## src/rtl/vc_arb_pkg.sv

```systemverilog
// Shared types and helpers for the vector-lane arbiters.
// Pure declarations; no timing or flow-control behaviour of its own.
package vc_arb_pkg;

  localparam int ARB_MAX_N     = 64;
  localparam int ARB_MAX_IDX_W = 6;

  typedef enum logic {ARB_IDLE, ARB_LOCKED} arb_state_t;

  // OR-reduction form: a zero vector maps to index 0.
  function automatic logic [ARB_MAX_IDX_W-1:0] onehot_to_idx(input logic [ARB_MAX_N-1:0] oh);
    logic [ARB_MAX_IDX_W-1:0] idx;
    idx = '0;
    for (int i = 0; i < ARB_MAX_N; i++) begin
      if (oh[i]) idx = idx | ARB_MAX_IDX_W'(i);
    end
    return idx;
  endfunction

endpackage

```

## src/rtl/arbiter_p.sv

```systemverilog
// Fixed-priority arbiter: lowest set request bit wins, purely combinational.
// Zero latency; no flow control, an empty request vector yields an empty grant.
module arbiter_p #(
  parameter int VECTOR_IN = 8
) (
  input  logic [VECTOR_IN-1:0] req,
  output logic [VECTOR_IN-1:0] gnt
);

  logic found;

  always_comb begin
    gnt   = '0;
    found = 1'b0;
    for (int i = 0; i < VECTOR_IN; i++) begin
      if (req[i] && !found) begin
        gnt[i] = 1'b1;
        found  = 1'b1;
      end
    end
  end

endmodule

```

## src/rtl/arbiter_rr_lock.sv

```systemverilog
// Round-robin arbiter that locks a grant until last beat, request drop or beat limit; 1-cycle request-to-grant.
// Beats advance only on resource_ready; release re-arbitrates in the same cycle for zero-bubble handover.
module arbiter_rr_lock
  import vc_arb_pkg::*;
#(
  parameter int VECTOR_IN = 8,
  parameter int MAX_BEATS = 16,
  parameter int IDX_W     = $clog2(VECTOR_IN)
) (
  input  logic                 clk,
  input  logic                 rst,
  input  logic [VECTOR_IN-1:0] request_vector,
  input  logic [VECTOR_IN-1:0] req_last,
  input  logic                 resource_ready,
  output logic [VECTOR_IN-1:0] grant,
  output logic                 grant_valid,
  output logic [IDX_W-1:0]     grant_id,
  output logic                 beat_fire,
  output logic                 timeout_release
);

  localparam int CNT_W = $clog2(MAX_BEATS + 1);

  arb_state_t           state_q, state_d;
  logic [VECTOR_IN-1:0] grant_q, grant_d;
  logic [IDX_W-1:0]     grant_id_q, grant_id_d;
  logic [IDX_W-1:0]     rr_ptr_q, rr_ptr_d;
  logic [CNT_W-1:0]     beat_cnt_q, beat_cnt_d;
  logic                 timeout_q, timeout_d;

  logic [IDX_W-1:0]     ptr_wrap, arb_ptr, win_idx;
  logic [VECTOR_IN-1:0] arb_req, mask, masked_gnt, unmasked_gnt, win;
  logic                 rel_abandon, rel_last, rel_limit, rel_any;

  assign grant_valid     = |grant_q;
  assign grant           = grant_q;
  assign grant_id        = grant_id_q;
  assign timeout_release = timeout_q;
  assign beat_fire       = grant_valid & request_vector[grant_id_q] & resource_ready;

  assign rel_abandon = ~request_vector[grant_id_q];
  assign rel_last    = beat_fire & req_last[grant_id_q];
  assign rel_limit   = beat_fire & (beat_cnt_q == CNT_W'(MAX_BEATS - 1));
  assign rel_any     = rel_abandon | rel_last | rel_limit;

  assign ptr_wrap = (grant_id_q == IDX_W'(VECTOR_IN - 1)) ? '0 : grant_id_q + IDX_W'(1);

  // On release the pointer moves past the holder and the holder sits out this arbitration.
  assign arb_ptr = (state_q == ARB_LOCKED) ? ptr_wrap : rr_ptr_q;
  assign arb_req = request_vector & ~grant_q;

  always_comb begin
    mask = '0;
    for (int i = 0; i < VECTOR_IN; i++) begin
      mask[i] = (IDX_W'(i) >= arb_ptr);
    end
  end

  arbiter_p #(.VECTOR_IN(VECTOR_IN)) u_arb_masked (
    .req (arb_req & mask),
    .gnt (masked_gnt)
  );

  arbiter_p #(.VECTOR_IN(VECTOR_IN)) u_arb_unmasked (
    .req (arb_req),
    .gnt (unmasked_gnt)
  );

  assign win     = (|masked_gnt) ? masked_gnt : unmasked_gnt;
  assign win_idx = IDX_W'(onehot_to_idx(ARB_MAX_N'(win)));

  always_comb begin
    state_d    = state_q;
    grant_d    = grant_q;
    grant_id_d = grant_id_q;
    rr_ptr_d   = rr_ptr_q;
    beat_cnt_d = beat_cnt_q;
    timeout_d  = 1'b0;
    case (state_q)
      ARB_IDLE: begin
        if (|arb_req) begin
          grant_d    = win;
          grant_id_d = win_idx;
          state_d    = ARB_LOCKED;
        end
      end
      ARB_LOCKED: begin
        if (rel_any) begin
          rr_ptr_d   = ptr_wrap;
          beat_cnt_d = '0;
          timeout_d  = rel_limit & ~rel_last;
          if (|arb_req) begin
            grant_d    = win;
            grant_id_d = win_idx;
          end else begin
            grant_d    = '0;
            grant_id_d = '0;
            state_d    = ARB_IDLE;
          end
        end else if (beat_fire) begin
          beat_cnt_d = beat_cnt_q + CNT_W'(1);
        end
      end
      default: begin
        state_d    = ARB_IDLE;
        grant_d    = '0;
        grant_id_d = '0;
      end
    endcase
  end

  always_ff @(posedge clk) begin
    if (rst) begin
      state_q    <= ARB_IDLE;
      grant_q    <= '0;
      grant_id_q <= '0;
      rr_ptr_q   <= '0;
      beat_cnt_q <= '0;
      timeout_q  <= 1'b0;
    end else begin
      state_q    <= state_d;
      grant_q    <= grant_d;
      grant_id_q <= grant_id_d;
      rr_ptr_q   <= rr_ptr_d;
      beat_cnt_q <= beat_cnt_d;
      timeout_q  <= timeout_d;
    end
  end

  a_grant_onehot0: assert property (@(posedge clk) disable iff (rst) $onehot0(grant_q));
  a_grant_id_match: assert property (@(posedge clk) disable iff (rst)
    grant_id_q == IDX_W'(onehot_to_idx(ARB_MAX_N'(grant_q))));
  a_grant_stable: assert property (@(posedge clk) disable iff (rst)
    (state_q == ARB_LOCKED && !rel_any) |=> $stable(grant_q));

endmodule

```

## config.mk

```make
export PLATFORM = sky130hd
export DESIGN_NAME = arbiter_rr_lock
export DESIGN_NICKNAME = d
export VERILOG_FILES = /design/src/rtl/vc_arb_pkg.sv /design/src/rtl/arbiter_p.sv /design/src/rtl/arbiter_rr_lock.sv
export SDC_FILE = /design/constraint.sdc
export NUM_CORES = 1
export LEC_CHECK = 0
export CAP_MARGIN = 30
export CORE_MARGIN = 2
export CORE_UTILIZATION = 35
export CTS_CLUSTER_SIZE = 20
export DETAILED_ROUTE_END_ITERATION = 8
export MAX_ROUTING_LAYER = met4
export RECOVER_POWER = 50
export SLEW_MARGIN = 40
export SYNTH_ARGS = -nofsm -noshare
export SYNTH_HDL_FRONTEND = slang
export SYNTH_HIERARCHICAL = 1
export SYNTH_SLANG_ARGS = --single-unit
```

## constraint.sdc

```tcl
create_clock -name clk -period 4.62 [get_ports clk]
set_input_delay 0.924 -clock clk [delete_from_list [all_inputs] [get_ports clk]]
set_output_delay 0.924 -clock clk [all_outputs]
set_load 0.005 [all_outputs]
```

# Word-level counts from Yosys, hierarchy flattened
# Index checks and enable logic that the tools add are counted.
dict set report word_totals {
  in_bits 19
  mem_bits_rw 0
  regBits 21
  latch_bits 0
  elab_cells 126
  rom_bits 0
  mem_count 0
}
dict set report op_classes {
  multipliers 0
  shifts 0
  div_mod_pow 0
  n_eq_ne 4
  n_lt_le_gt_ge 9
  n_reduce_logical 36
  mux 55
  add_sub_neg 2
  bitwise 14
}
# operator count
set op_table {}
lappend op_table {{1-bit two-way mux} 33}
lappend op_table {{8-bit two-way mux} 4}
lappend op_table {{3-bit two-way mux} 9}
lappend op_table {{8-bit OR reduction} 3}
lappend op_table {{8-bit AND} 2}
lappend op_table {{8-bit one-hot mux with 2 select lines} 1}
lappend op_table {{1-bit logical AND} 14}
lappend op_table {{1-bit zero test} 14}
lappend op_table {{3-bit greater-or-equal comparator (first input constant)} 4}
lappend op_table {{5-bit two-way mux} 2}
lappend op_table {{8-bit NOT} 1}
lappend op_table {{1-bit binary-select mux with 3-bit select} 2}
lappend op_table {{1-bit by 3-bit greater-or-equal comparator with 1-bit output (first input constant)} 2}
lappend op_table {{2-bit by 3-bit greater-or-equal comparator with 1-bit output (first input constant)} 2}
lappend op_table {{3-bit one-hot mux with 2 select lines} 1}
lappend op_table {{2-bit AND reduction} 3}
lappend op_table {{5-bit by 1-bit adder with 5-bit output (second input constant)} 1}
lappend op_table {{1-bit AND} 5}
lappend op_table {{5-bit by 4-bit equality test with 1-bit output (second input constant)} 1}
lappend op_table {{3-bit by 4-bit < comparator with 1-bit output (second input constant)} 1}
lappend op_table {{2-bit two-way mux} 2}
lappend op_table {{1-bit NOT} 4}
lappend op_table {{3-bit by 1-bit adder with 3-bit output (second input constant)} 1}
lappend op_table {{3-bit equality test (second input constant)} 1}
lappend op_table {{other kinds (6)} 7}

# Depth between registers and ports, before layout
# Gate-level depths: netlist of the first run.
dict set report depth {
  depth_word 39
  ltp_mapped 12
}

# Cells and area by module
# The synthesis of the first run kept the hierarchy.
# module area_each_um2 instances cells_per_inst seq_area_each_um2
set modules_own_cells {}
lappend modules_own_cells {arbiter_rr_lock 1281.2 1 135 420.4}
lappend modules_own_cells {arbiter_p 83.8 2 11 0.0}

# Worst setup path after synthesis of the first run
# Ideal clock, no wire load.
dict set report synth_timing {
  path_type {input to register}
  startpoint {input port request_vector[0]}
  endpoint {register grant_id_q[1] (netlist: grant_id[1])}
  t_arrival_ns 2.954
  path_slack_ns 1.595
  setup_time_ns 0.071
  cell_stages 9
  path_buffers 0
  cell_sequence {nor2b_1 > nand3_1 > nor2_1 > or4_4 > nor3b_1 > or4_1 > nor2_1 > a2111oi_0 > o2bb2ai_1}
}
dict set report synth_via {
  word_cells_on_any_way 80
  cone_classes {eq/ne (2); mux (38); bitwise (9); reduce/logical (31)}
}
# element line
set synth_lines {}
lappend synth_lines {{from (decl)} arbiter_rr_lock.sv:12} ;# input logic [VECTOR_IN-1:0] request_vector,
lappend synth_lines {{8-bit AND (*)} arbiter_rr_lock.sv:50} ;# assign arb_req = request_vector & ~grant_q;
lappend synth_lines {{8-bit AND (*)} arbiter_rr_lock.sv:60} ;# .req (arb_req & mask),
lappend synth_lines {{1-bit two-way mux (*)} arbiter_p.sv:16} ;# if (req[i] && !found) begin
lappend synth_lines {{1-bit zero test} arbiter_p.sv:16}
lappend synth_lines {{1-bit logical AND} arbiter_p.sv:16}
lappend synth_lines {{1-bit two-way mux (*)} arbiter_p.sv:16}
lappend synth_lines {{1-bit zero test} arbiter_p.sv:16}
lappend synth_lines {{1-bit logical AND} arbiter_p.sv:16}
lappend synth_lines {{(+10 left out)} --}
lappend synth_lines {{named net masked_gnt[5]} arbiter_rr_lock.sv:32} ;# logic [VECTOR_IN-1:0] arb_req, mask, masked_gnt, unmasked_gnt, win;
lappend synth_lines {{8-bit OR reduction (*)} arbiter_rr_lock.sv:69} ;# assign win = (|masked_gnt) ? masked_gnt : unmasked_gnt;
lappend synth_lines {{8-bit two-way mux (*)} arbiter_rr_lock.sv:69}
lappend synth_lines {{2-bit two-way mux (2 in series)} vc_arb_pkg.sv:15} ;# if (oh[i]) idx = idx | ARB_MAX_IDX_W'(i);
lappend synth_lines {{3-bit two-way mux (3 in series)} vc_arb_pkg.sv:15}
lappend synth_lines {{3-bit two-way mux (*)} vc_arb_pkg.sv:15}
lappend synth_lines {{3-bit two-way mux} arbiter_rr_lock.sv:92} ;# if (|arb_req) begin
lappend synth_lines {{3-bit two-way mux} arbiter_rr_lock.sv:88} ;# if (rel_any) begin
lappend synth_lines {{3-bit one-hot mux with 2 select lines (*)} arbiter_rr_lock.sv:79} ;# case (state_q)
lappend synth_lines {{to (signal assigned)} arbiter_rr_lock.sv:123} ;# grant_id_q <= grant_id_d;
lappend synth_lines {{to (decl)} arbiter_rr_lock.sv:26} ;# logic [IDX_W-1:0] grant_id_q, grant_id_d;
# Mark *: on every way through the listed nets, which the timed path passes. The rest lies on a longest branch. The select of a mux whose other input is x is not followed.
# A chain may end at the register's enable or synchronous reset.

# Worst setup path in the final report of the first run
dict set report layout_timing {
  startpoint {input port request_vector[7]}
  endpoint {output port beat_fire}
}
dict set report layout_via {
  elab_chain_len 4
}
# element line
set layout_rtl {}
lappend layout_rtl {{1-bit binary-select mux with 3-bit select} arbiter_rr_lock.sv:39} ;# assign beat_fire = grant_valid & request_vector[grant_id_q] & resource_ready;
lappend layout_rtl {{1-bit two-way mux (not written as such)} arbiter_rr_lock.sv:39}
lappend layout_rtl {{1-bit AND (2 in series)} arbiter_rr_lock.sv:39}
lappend layout_rtl {{to (decl)} arbiter_rr_lock.sv:18} ;# output logic beat_fire,
# Every way passes these cells. The select of a mux whose other input is x is not followed.

==> results.sh, run 1 <==
export IMPL_status="finished clean"
export IMPL_first_pass_iters=4
export IMPL_synth_area_leaders="dfxtp_1 29%, o2bb2ai_1 6.6%, mux4_2 6.2%"
export IMPL_synth_cell_type_count=40
export IMPL_grt_pass1_wl_mm=6.10
export IMPL_rrSetupSlack_ps=880
export IMPL_regToRegEndpoint="grant_id[2]"
export IMPL_crit_required_ps=3700
export IMPL_grt_pass1_vias=1309
export IMPL_io_pins=33
export IMPL_min_from="rr_ptr_q[1]"
export IMPL_maxCapViolations=0
export IMPL_die_y_um=68.3
export IMPL_initial_core_util_pct=36.2
export IMPL_placementRows=23
export IMPL_finalWorstSetupSlack_ps=659
export IMPL_ys_seq_elements=21
export IMPL_muxShareOfSynthArea_pct=13.5
export IMPL_synth_top_family_by_area="simple AND/OR/NAND/NOR gates"
export IMPL_cp_end_kind="output pin"
export IMPL_portBuffers=32
export IMPL_p_leak_nw=0.711
export IMPL_fin_tns_setup_ps=0
export IMPL_cts_max_level=1
export IMPL_drt_iter0_drc=106
export IMPL_timing_hold_ws_ps=469
export IMPL_slowest_delay_ps=550
export IMPL_synth_compound_area_share_pct=18.7
export IMPL_async_reset_ff_share_pct=0
export IMPL_cts_sinks=21
export IMPL_cts_buffer_depth=2
export IMPL_avgSynthCellArea_sq_um=9.23
export IMPL_gp_congestion=0.850
export IMPL_cts_root_buffer_cell="clkbuf_8"
export IMPL_setup_violations_final=0
export IMPL_die_x_um=68.3
export IMPL_synthXorXnorAreaFrac_pct=1.21
export IMPL_core_sq_um=4000
export IMPL_fmax_mhz=252
export IMPL_synth_nets=180
export IMPL_synth_area_sq_um=1450
export IMPL_hold_violations=0
export IMPL_area_growth_pct=26.5
export IMPL_cts_tree="done"
export IMPL_peakVddDrop_mv=0.248
export IMPL_clk_pin_slew_worst_paths_ps=80
export IMPL_synth_adder_area_share_pct=3.45
export IMPL_holdPathStages=2
export IMPL_slew_headroom_pct=46.5
export IMPL_synth_edff_count=0
export IMPL_layout_drive_gt1_share_pct=9.04
export IMPL_clk_insertion_delay_late_ps=270
export IMPL_grt_max_degree=14
export IMPL_rr_startpoint="grant_id[0]"
export IMPL_antenna_found_initial=0
export IMPL_synth_cells=157
export IMPL_slew_violations=0
export IMPL_path_max_fanout=9
export IMPL_hpwl_mm=2.92
export IMPL_synth_top_cell_area_share_pct=29.0
export IMPL_ys_seq_area_share_pct=29.0
export IMPL_synth_warnings=6
export IMPL_via_count=1360
export IMPL_design_area_sq_um=1830
export IMPL_diodes=0
export IMPL_synthFlopType="dfxtp_1"
export IMPL_slowest_stage="dlygate4sd3_1"
export IMPL_vias_per_cell=5.71
export IMPL_gr_usage_all_layers_pct=18.3
export IMPL_placed_cell_area_sq_um=1810
export IMPL_min_path_type="reg -> reg"
export IMPL_ys_top_cells_by_count="21 x dfxtp_1, 13 x nor2b_1, 12 x a21oi_1"
export IMPL_postRouteAntennaNets=0
export IMPL_synth_most_common_cell="dfxtp_1"
export IMPL_postCtsSetupBuffers=0
export IMPL_hold_buffers=0
export IMPL_synth_top_area_cell="dfxtp_1"
export IMPL_crit_chain="dlygate4sd3_1, mux4_2, mux2_1, and3_1, clkdlybuf4s50_1"
export IMPL_routedWlPerCell_um=15.8
export IMPL_power_total_uw=865
export IMPL_drc=0
export IMPL_hold_end="rr_ptr_q[1]"
export IMPL_min_period_ps=3960
export IMPL_synth_simple_area_share_pct=29.8
export IMPL_nNetsFinal=212
export IMPL_arrival_ps=3040
export IMPL_grt_overflow_total=0
export IMPL_finalCritPeriodShare_pct=85.7
export IMPL_dp_slack_ps=887
export IMPL_path_class="in -> out"
export IMPL_cts_resized_gates=0
export IMPL_tightest_slew_ps=795
export IMPL_wl_mm=3.77
export IMPL_rsz0062_at_grt="false"
export IMPL_dieArea_sq_um=4670
export IMPL_powerDensity_nw_per_um2=472
export IMPL_crit_path_start_kind="primary input"
export IMPL_cts_buffers=3
export IMPL_fin_skew_ps=5.81
export IMPL_r2r_cells=12
-- layer usage --
metal | vias to the layer above | global-route usage (%) | wire length, um
met1 | 640 | 23.6 | 1830
met5 | - | - | 0
met2 | 48 | 27.9 | 1690
met4 | 0 | 8.00 | 75
li1 | 666 | - | -
met3 | 6 | 3.45 | 180
-- where the power goes --
part | total, mW | internal [mW] | switching (mW) | leakage (nW)
Combinational | 0.481 | 0.228 | 0.254 | 0.517
Clock | 0.127 | 0.0616 | 0.0653 | 0.0228
Sequential | 0.257 | 0.216 | 0.0404 | 0.171
-- layout make-up --
cell class | instances | area, sq um
fillers | 368 | 2170
repair buffers | 34 | 332
inverters | 6 | 22.5
flip-flops and latches | 21 | 420
well taps | 50 | 62.6
clock buffers | 4 | 45.0
multi-input cells | 123 | 951
-- critical path, delay by kind of cell --
kind          cells  cell delay [ps]
simple gates      1              230
mux               2              890
buf+inv           2              990
-- flip-flops by register name, summed over array words and instances (netlist names) --
name,count
beat_cnt_q,5
grant,8
grant_id,3
rr_ptr_q,3
state_q,1
timeout_release,1
-- cells in the final DEF, fill, tap and decap left out, drive strengths merged, types with 2 or more instances in the layout --
cell type       n
dfxtp          21
clkdlybuf4s50  20
nor2b          13
a21oi          12
dlygate4sd3    12
o2bb2ai        11
nor2            9
nor4            7
nand2           7
inv             6
mux2i           6
or4             6
and3            5
nor4b           5
clkbuf          5
mux4            4
ha              4
nor3b           4
mux2            4
nor3            3
and2            2
nand3           2
a21boi          2
o22ai           2
a2111oi         2
xnor2           2
nand2b          2
-- metrics by stage --
step | util, % | instances
after floorplan | - | 157
after global placement | 45.2 | 234
after detailed placement | 45.2 | 234
after CTS | 46.3 | 238
after global routing | 45.8 | 238
final | 45.8 | 238
-- cell families after synthesis --
group                    count (synthesis)
AND/OR/NAND/NOR                         68
AO/OA/AOI/OAI                           35
flip-flops                              21
multiplexers                            14
buffers and inverters                   13
adder cells (fa/ha/maj)                  4
XOR/XNOR                                 2
-- worst max-delay path by stage --
stage	start	slack, ps	endpoint	cells past startpoint
2_1_floorplan	request_vector[0]	1600	grant_id[1]	9
3_3_place_gp	request_vector[5]	870	beat_fire	5
3_5_place_dp	request_vector[5]	890	beat_fire	5
4_1_cts	request_vector[5]	880	beat_fire	5
5_1_grt	grant_id[0]	580	grant_id[2]	12
6_report	request_vector[7]	660	beat_fire	5
Power figures use the tool's default switching activity.
==> run 2: changes to the inputs <==
--- a/config.mk
+++ b/config.mk
@@ -7,11 +7,13 @@
 export LEC_CHECK = 0
 export CAP_MARGIN = 30
 export CORE_MARGIN = 2
-export CORE_UTILIZATION = 35
+export CORE_UTILIZATION = 54
 export CTS_CLUSTER_SIZE = 20
 export DETAILED_ROUTE_END_ITERATION = 8
 export MAX_ROUTING_LAYER = met4
+export PLACE_DENSITY = 0.85
 export RECOVER_POWER = 50
+export REMOVE_ABC_BUFFERS = 1
 export SLEW_MARGIN = 40
 export SYNTH_ARGS = -nofsm -noshare
 export SYNTH_HDL_FRONTEND = slang
==> results.sh, run 2 (synthesis results as in run 1) <==
export IMPL_status="finished clean"
export IMPL_core_sq_um=2500
export IMPL_grt_overflow_total=0
export IMPL_min_path_type="reg -> reg"
export IMPL_antenna_found_initial=0
export IMPL_hold_buffers=0
export IMPL_crit_required_ps=3700
export IMPL_most_common_layout_cells="21 x dfxtp_1, 20 x clkdlybuf4s50_1, 13 x nor2b_1"
export IMPL_arrival_ps=2910
export IMPL_largest_reg_flops=8
export IMPL_slew_headroom_pct=40.6
export IMPL_grt_pass1_vias=1346
export IMPL_crit_chain="clkdlybuf4s50_1, mux4_2, mux2_1, and3_1, clkdlybuf4s50_1"
export IMPL_layout_drive_gt1_share_pct=7.53
export IMPL_grt_pass1_wl_mm=6.15
export IMPL_path_class="in -> out"
export IMPL_peakVddDrop_mv=0.337
export IMPL_dieArea_sq_um=3110
export IMPL_io_pins=33
export IMPL_p_int_uw=470
export IMPL_vias_per_cell=6.52
export IMPL_p_sw_uw=351
export IMPL_clkPwrFrac_pct=11.1
export IMPL_setup_violations_final=0
export IMPL_critPathBufInv=2
export IMPL_p_leak_nw=0.698
export IMPL_cts_root_buffer_cell="clkbuf_4"
export IMPL_postRouteAntennaNets=0
export IMPL_wl_mm=3.75
export IMPL_portBuffers=32
export IMPL_cp_common_cell="clkdlybuf4s50_1"
export IMPL_min_period_ps=3830
export IMPL_fin_skew_ps=2.31
export IMPL_cts_resized_gates=0
export IMPL_cts_max_level=1
export IMPL_drc=0
export IMPL_routedWlPerCell_um=17.4
export IMPL_design_area_sq_um=1770
export IMPL_cts_buffers=3
export IMPL_slowest_stage="mux4_2"
export IMPL_cts_buffer_depth=2
export IMPL_clk_pin_slew_worst_paths_ps=110
export IMPL_initial_core_util_pct=58.0
export IMPL_maxCapViolations=0
export IMPL_path_max_fanout=9
export IMPL_postCtsSetupBuffers=0
export IMPL_diodes=0
export IMPL_nFillCells=212
export IMPL_via_count=1408
export IMPL_first_pass_iters=4
export IMPL_placed_cell_area_sq_um=1770
export IMPL_fin_tns_setup_ps=0
export IMPL_crit_path_start_kind="primary input"
export IMPL_hpwl_mm=2.90
export IMPL_drt_iter0_drc=54
export IMPL_seq_power_share_pct=32.9
export IMPL_slew_violations=0
export IMPL_die_x_um=55.8
export IMPL_fmax_mhz=261
export IMPL_clk_insertion_delay_late_ps=310
export IMPL_hold_violations=0
export IMPL_placementRows=18
export IMPL_nNetsFinal=210
export IMPL_gr_usage_all_layers_pct=25.4
export IMPL_rsz0062_at_grt="false"
export IMPL_cts_sinks=21
export IMPL_powerDensity_nw_per_um2=464
export IMPL_finalCritPeriodShare_pct=82.9
export IMPL_die_y_um=55.8
export IMPL_critical_path_top_delay_family="multiplexers"
export IMPL_gp_congestion=0.885
export IMPL_swShare_pct=42.8
export IMPL_power_frac_comb_pct=56.1
export IMPL_area_growth_pct=22.3
export IMPL_tightest_slew_ps=883
export IMPL_slowest_delay_ps=470
export IMPL_final_common_cell="dfxtp_1"
export IMPL_cp_end_kind="output pin"
export IMPL_grt_max_degree=14
export IMPL_cts_tree="done"
## run 2: cell types whose count changed in the layout (fill, tap and decap cells not counted)
cell      previous run  this run
clkbuf_4             0         3
mux2_2               2         1
mux2_1               2         3
buf_4                1         0
clkbuf_1             2         1
nor4b_2              3         2
clkbuf_8             3         0
nor4b_1              2         3
## run 2: tightest hold or removal path: cells and delay by family, from the launching register on
| family | cells | cell delay [ps] |
|---|---|---|
| DFF | 1 | 330 |
| and+or+nand+nor | 1 | 60 |
| muxes | 1 | 60 |
## run 2: worst paths after layout
path / slack [ps] / from / end / cells after the start
hold / removal: 490 / rr_ptr_q[2] / rr_ptr_q[2] / 2
setup / recovery: 790 / request_vector[3] / beat_fire / 5
setup reg to reg: 960 / grant_id[0] / grant_id[1] / 11
hold reg to reg: 490 / rr_ptr_q[2] / rr_ptr_q[2] / 2
## run 2: metrics by stage
stage          hold slack, ps  std cells  setup slack, ps  util, %  power, mW
5_1_grt                   500        216              672     70.9      0.880
6_report                  488        216              789     70.9      0.822
3_3_place_gp              444        212              873     70.7      0.740
2_1_floorplan             434        150             1570        -      0.574
3_5_place_dp              467        212              748     70.7      0.752
4_1_cts                   489        216              889     71.7      0.842
## run 2: power groups by stage
stage                     Sequential, mW  Clock [mW]  Combinational [mW]
after global placement             0.271           0               0.469
final                              0.270      0.0909               0.461
after detailed placement           0.273           0               0.478
after floorplan                    0.260           0               0.314
after CTS                          0.271      0.0903               0.481
after global routing               0.277      0.0977               0.506
## run 2: cell type report
type                    instances  area, sq um  area share (%)
repair buffers                 32          320            18.1
inverters                       6         22.5            1.27
multi-input cells             123          945            53.3
flip-flops and latches         21          420            23.7
clock buffers                   4         26.3            1.48
well taps                      30         37.5            2.12
## run 2: per-layer routing
metal | wire length [um] | track usage [%] | part of all wire, %
met1 | 1520 | 29.4 | 40
met2 | 1770 | 43.0 | 47
met3 | 340 | 5.12 | 9.1
met4 | 118 | 10.1 | 3.1
met5 | 0 | - | 0
==> run 3: changes to the inputs <==
--- a/config.mk
+++ b/config.mk
@@ -7,11 +7,11 @@
 export LEC_CHECK = 0
 export CAP_MARGIN = 30
 export CORE_MARGIN = 2
-export CORE_UTILIZATION = 54
+export CORE_UTILIZATION = 45
 export CTS_CLUSTER_SIZE = 20
 export DETAILED_ROUTE_END_ITERATION = 8
 export MAX_ROUTING_LAYER = met4
-export PLACE_DENSITY = 0.85
+export PLACE_DENSITY = 0.76
 export RECOVER_POWER = 50
 export REMOVE_ABC_BUFFERS = 1
 export SLEW_MARGIN = 40
==> constraint.sdc (replaced) <==
create_clock -name clk -period 3.28 [get_ports clk]
set_input_delay 0.656 -clock clk [delete_from_list [all_inputs] [get_ports clk]]
set_output_delay 0.656 -clock clk [all_outputs]
set_load 0.005 [all_outputs]
==> results.sh, run 3 (synthesis results as in run 1) <==
export IMPL_status="finished clean"
export IMPL_cp_end_kind="output pin"
export IMPL_nNetsFinal=230
export IMPL_antenna_found_initial=0
export IMPL_dp_slack_ps=-35.9
export IMPL_postRouteAntennaNets=0
export IMPL_arrival_ps=2470
export IMPL_p_leak_nw=0.796
export IMPL_cts_buffers=3
export IMPL_endpoint="beat_fire"
export IMPL_path_class="in -> out"
export IMPL_finalCritPeriodShare_pct=95.2
export IMPL_routedWlPerCell_um=16.1
export IMPL_area_growth_pct=33.8
export IMPL_most_common_layout_cells="21 x dfxtp_1, 21 x clkdlybuf4s50_1, 19 x buf_4"
export IMPL_diodes=0
export IMPL_postCtsSetupBuffers=0
export IMPL_setup_worst_path_start="request_vector[5]"
export IMPL_crit_path_start_kind="primary input"
export IMPL_initial_core_util_pct=47.5
export IMPL_tightest_slew_ps=958
export IMPL_wl_mm=4.03
export IMPL_placementRows=20
export IMPL_grt_pass1_vias=1407
export IMPL_cts_sinks=21
export IMPL_regToRegEndpoint="grant_id[1]"
export IMPL_min_period_ps=3120
export IMPL_rr_startpoint="grant_id[1]"
export IMPL_maxCapViolations=0
export IMPL_first_pass_iters=6
export IMPL_die_x_um=60.7
export IMPL_path_max_fanout=2
export IMPL_core_sq_um=3050
export IMPL_rrSetupSlack_ps=170
export IMPL_placed_cell_area_sq_um=1930
export IMPL_peakVddDrop_mv=0.346
export IMPL_hold_violations=0
export IMPL_clk_pin_slew_worst_paths_ps=120
export IMPL_slew_headroom_pct=35.6
export IMPL_cts_tree="done"
export IMPL_die_y_um=60.7
export IMPL_layout_drive_gt1_share_pct=17.0
export IMPL_final_core_util_pct=63.5
export IMPL_r2r_cells=11
export IMPL_drc=0
export IMPL_finalWorstSetupSlack_ps=159
export IMPL_vias_per_cell=5.79
export IMPL_gp_congestion=0.873
export IMPL_grt_pass1_wl_mm=6.59
export IMPL_cts_max_level=1
export IMPL_hpwl_mm=3.20
export IMPL_min_path_type="reg -> reg"
export IMPL_cts_root_buffer_cell="clkbuf_4"
export IMPL_fmax_mhz=320
export IMPL_io_pins=33
export IMPL_portBuffers=32
export IMPL_drt_iter0_drc=69
export IMPL_grt_max_degree=13
export IMPL_slew_violations=0
export IMPL_via_count=1447
export IMPL_largest_reg_flops=8
export IMPL_gr_usage_all_layers_pct=24.7
export IMPL_grt_overflow_total=0
export IMPL_setup_violations_final=0
export IMPL_dieArea_sq_um=3690
export IMPL_crit_required_ps=2620
export IMPL_powerDensity_nw_per_um2=662
export IMPL_design_area_sq_um=1940
export IMPL_clk_insertion_delay_late_ps=310
export IMPL_fin_skew_ps=2.25
export IMPL_cts_buffer_depth=2
[run 3: cell types whose count changed in the layout (fill, tap and decap cells not counted), sizes merged]
cell / before / now
buf: 0 / 19
dlygate4sd3: 12 / 11
clkinv: 0 / 1
clkdlybuf4s50: 20 / 21
[run 3: routing by layer]
metal / track usage (%) / up-vias / routed length (um)
met1: 33.4 / 692 / 1910
met5: - / - / 0
li1: - / 694 / -
met4: 8.39 / 0 / 44
met3: 4.26 / 4 / 232
met2: 37.5 / 57 / 1840
[run 3: power by group]
| part | switching, mW | total [mW] | internal, mW | leakage (nW) |
|---|---|---|---|---|
| registers | 0.0416 | 0.346 | 0.305 | 0.171 |
| clock network | 0.0852 | 0.131 | 0.0456 | 0.0177 |
| logic | 0.399 | 0.806 | 0.407 | 0.607 |
| total | 0.526 | 1.28 | 0.757 | 0.796 |
[run 3: timing repair]
| action | CTS | global route |
|---|---|---|
| hold buffers | 0 | 0 |
| endpoints found under the setup margin | 0 | 1 |
| gates resized for setup | 0 | 1 |
| hold endpoints to repair | 0 | 0 |
[run 3: worst max-delay path: stages]
cell	delay (ps)
clkdlybuf4s50_1	430
mux4_2	470
mux2_2	290
and3_1	180
clkdlybuf4s50_1	440
[run 3: how the worst min path moves through the flow]
stage                     start     endpoint  depth (start not counted)
floorplan           rr_ptr_q[1]  rr_ptr_q[1]                          2
global placement    rr_ptr_q[1]  rr_ptr_q[1]                          2
detailed placement  rr_ptr_q[1]  rr_ptr_q[1]                          2
CTS                 rr_ptr_q[1]  rr_ptr_q[1]                          2
global route        rr_ptr_q[1]  rr_ptr_q[1]                          2
finish              rr_ptr_q[1]  rr_ptr_q[1]                          2
[run 3: per-stage QoR]
stage	total power, mW	setup TNS (ps)	hold slack (ps)	instances
2_1_floorplan	0.809	0	434	150
3_3_place_gp	1.17	0	447	246
3_5_place_dp	1.18	-35.9	462	246
4_1_cts	1.31	0	480	250
5_1_grt	1.38	-38.6	496	250
6_report	1.28	0	478	250
[run 3: area by class of cell]
class	count	area, sq um
fillers	272	1110
multi-input cells	123	946
repair buffers	52	467
flip-flops and latches	21	420
well taps	44	55.1
clock buffers	3	22.5
inverters	6	22.5
clock inverters	1	5.00
==> patch (flow settings as in run 1) <==
The output `timeout_release` loses its register stage (`timeout_q` becomes a continuous assignment).
--- a/src/rtl/arbiter_rr_lock.sv
+++ b/src/rtl/arbiter_rr_lock.sv
@@ -118,3 +118,2 @@
       beat_cnt_q <= '0;
-      timeout_q  <= 1'b0;
     end else begin
@@ -125,5 +124,6 @@
       beat_cnt_q <= beat_cnt_d;
-      timeout_q  <= timeout_d;
     end
   end
+
+  assign timeout_q = timeout_d;
 
Function: same outputs for any inputs over 10 cycles, from zero or initial values and one cycle with rst high; that may be too few to reach the edited logic, so the function may still have changed.
==> patch against run 1 <==
  * Synthesized area is 10% higher
  * Non-clock buffer count unchanged
  * Global-route usage fell by 0.098 points
  * Largest power group unchanged
  * Largest cell class unchanged
  * Setup slack better by 0.11 ns
  * Critical path depth increased by 1
  * Total power rose by 17%
  * Design area increased by 7.3%
  * Sequential cell count decreased by 1
  * Highest routed layer unchanged
  * Critical path type unchanged
  * Worst hold slack worse by 0.0032 ns
  * Wire length increased by 9.4%
  * Via count is 11% higher
==> patch: results (changes against run 1) <==
| Metric | Value |
|---|---|
| Ys flop type | dfxtp_1 |
| CTS HTree Levels | 1 (unchanged) |
| Critical path arrival | 2.93 ns (-0.11 ns) |
| Post-synthesis sequential area ratio | 25.0% (-4.0 points) |
| Largest register FFs | 8 (unchanged) |
| Critical Path Sink | timeout_release |
| Total GRT Usage | 18.2% (-0.098 points) |
| Post-CTS setup buffers | 0 (unchanged) |
| Port Buf Inserts | 32 (unchanged) |
| Hold path cells | 2 (unchanged) |
| Hpwl dp | 3170 µm (+8.7%) |
| Ant. Diodes | 0 (unchanged) |
| Hold Crit Start | beat_cnt_q[4]$_SDFFE_PP0P_ |
| Final Hold Fails | 0 (unchanged) |
| DR vias/cell | 5.53 (-3.2%) |
| 1st-pass router iterations | 4 (unchanged) |
| Post-synth net total | 214 (+19%) |
| R2R setup slack | 0.81 ns (-0.07 ns) |
| Layout Nets | 244 (+15%) |
| Clk root buf | clkbuf_8 |
| Cell family with the largest share of critical-path delay | buffers and inverters |
| Share of cells above drive strength 1 | 9.55% (+0.50 points) |
| EDFF count, synth | 0 (unchanged) |
| Post-CTS sizing | 0 (unchanged) |
| Initial DRC Count | 58 (-45%) |
| RR Endpoint | grant_id[1]$_SDFFE_PP0P_ |
| Worst skew pair latency | 0.26 ns |
| Worst-path fanout max | 7 (-2) |
| Clock buffer depth | 2 (unchanged) |
| Routed WL | 4120 µm (+9.4%) |
| Total CTS buffers | 3 (unchanged) |
| Vias in the first global route | 1495 (+14%) |
| CTS clock-pin slew for the worst setup and hold paths | 0.08 ns (about the same) |
| Largest net degree at the start of global routing | 16 (+2) |
| R2R cell count | 11 (-1) |
| Largest stage delay, worst path | 0.55 ns (about the same) |
| Slew Viols, Final | 0 (unchanged) |
| Worst Skew | 0.00480 ns (-0.00101 ns) |
| Slew headroom | 48.0% (+1.5 points) |
| Type of the most critical hold path | register to register |
| Hold EP | beat_cnt_q[4]$_SDFFE_PP0P_ |
| Placed Area | 1940 µm² (+7.6%) |
| Antenna violations before repair | 0 (unchanged) |
| Critical path's slowest cell | dlygate4sd3_1 |
| Commonest cells in the netlist | dfxtp_1 (20), inv_1 (18), nor2b_1 (14), o22ai_1 (13) |
| Yosys cell types | 55 (+38%) |
| Status | complete, no violations |
| Max rail drop VDD | 0.000263 V (+5.8%) |
| Async set or reset register ratio after synthesis | 0% (unchanged) |
| Gpl congestion | 0.875 (+2.9%) |
| Critical Path Source | request_vector[1] |
| Pleak | 0.740 nW (+4.1%) |
| Ys Warns | 6 (unchanged) |
| Dominant cells by area after synthesis | dfxtp_1 (25%), mux2i_1 (5.6%), nor2b_1 (5.5%) |
| Reg-to-Reg Start | grant_id[0]$_SDFFE_PP0P_ |
| Global-route wire length before repair | 7240 µm (+19%) |
==> patch: changes by cell type in the layout (fill, tap and decap cells not counted), sizes merged, moves of 3 or more <==
cell | before | now
mux2i | 6 | 9
o2bb2ai | 11 | 1
nand2 | 7 | 3
mux4 | 4 | 0
nand2b | 2 | 8
o22ai | 2 | 14
and3 | 5 | 2
inv | 6 | 18
or3 | 0 | 3
==> patch: layout make-up <==
class | count | area [µm²]
fillers | 453 | 2420
multi-input cells | 144 | 1050
flip-flops and latches | 20 | 400
repair buffers | 34 | 332
inverters | 18 | 67.6
well taps | 52 | 65.1
clock buffers | 4 | 55.1
==> patch: cells by family (layout without fill, tap and decap cells) <==
logic type | Yosys count | after routing | share of synthesized area [%]
AND/OR/NAND/NOR | 79 | 79 | 32.9
AO/OA/AOI/OAI | 46 | 46 | 21.0
multiplexers | 14 | 14 | 9.62
buffers and inverters | 27 | 56 | 7.74
XOR/XNOR | 1 | 1 | 0.547
flip-flops | 20 | 20 | 25.0
adder cells (fa/ha/maj) | 4 | 4 | 3.13
==> patch: metrics by stage <==
stage	hold slack (ns)	setup slack (ns)	util [%]	instances
2_1_floorplan	0.441	1.56	-	191
3_3_place_gp	0.466	0.701	44.3	268
3_5_place_dp	0.465	0.724	44.3	268
4_1_cts	0.478	0.860	45.6	272
5_1_grt	0.503	0.403	44.9	272
6_report	0.466	0.768	44.9	272
==> patch: where the power goes <==
part	internal [W]	switching [W]
clock	0.0000760	0.0000634
sequential	0.000212	0.0000572
combinational	0.000280	0.000325
total	0.000568	0.000445
==> patch: layer usage <==
layer,GRT usage [%],vias to the layer above,routed length [µm]
li1,-,773,-
met1,24.1,678,1970
met2,27.7,43,1830
met3,3.52,10,228
met4,6.50,0,99
met5,-,-,0
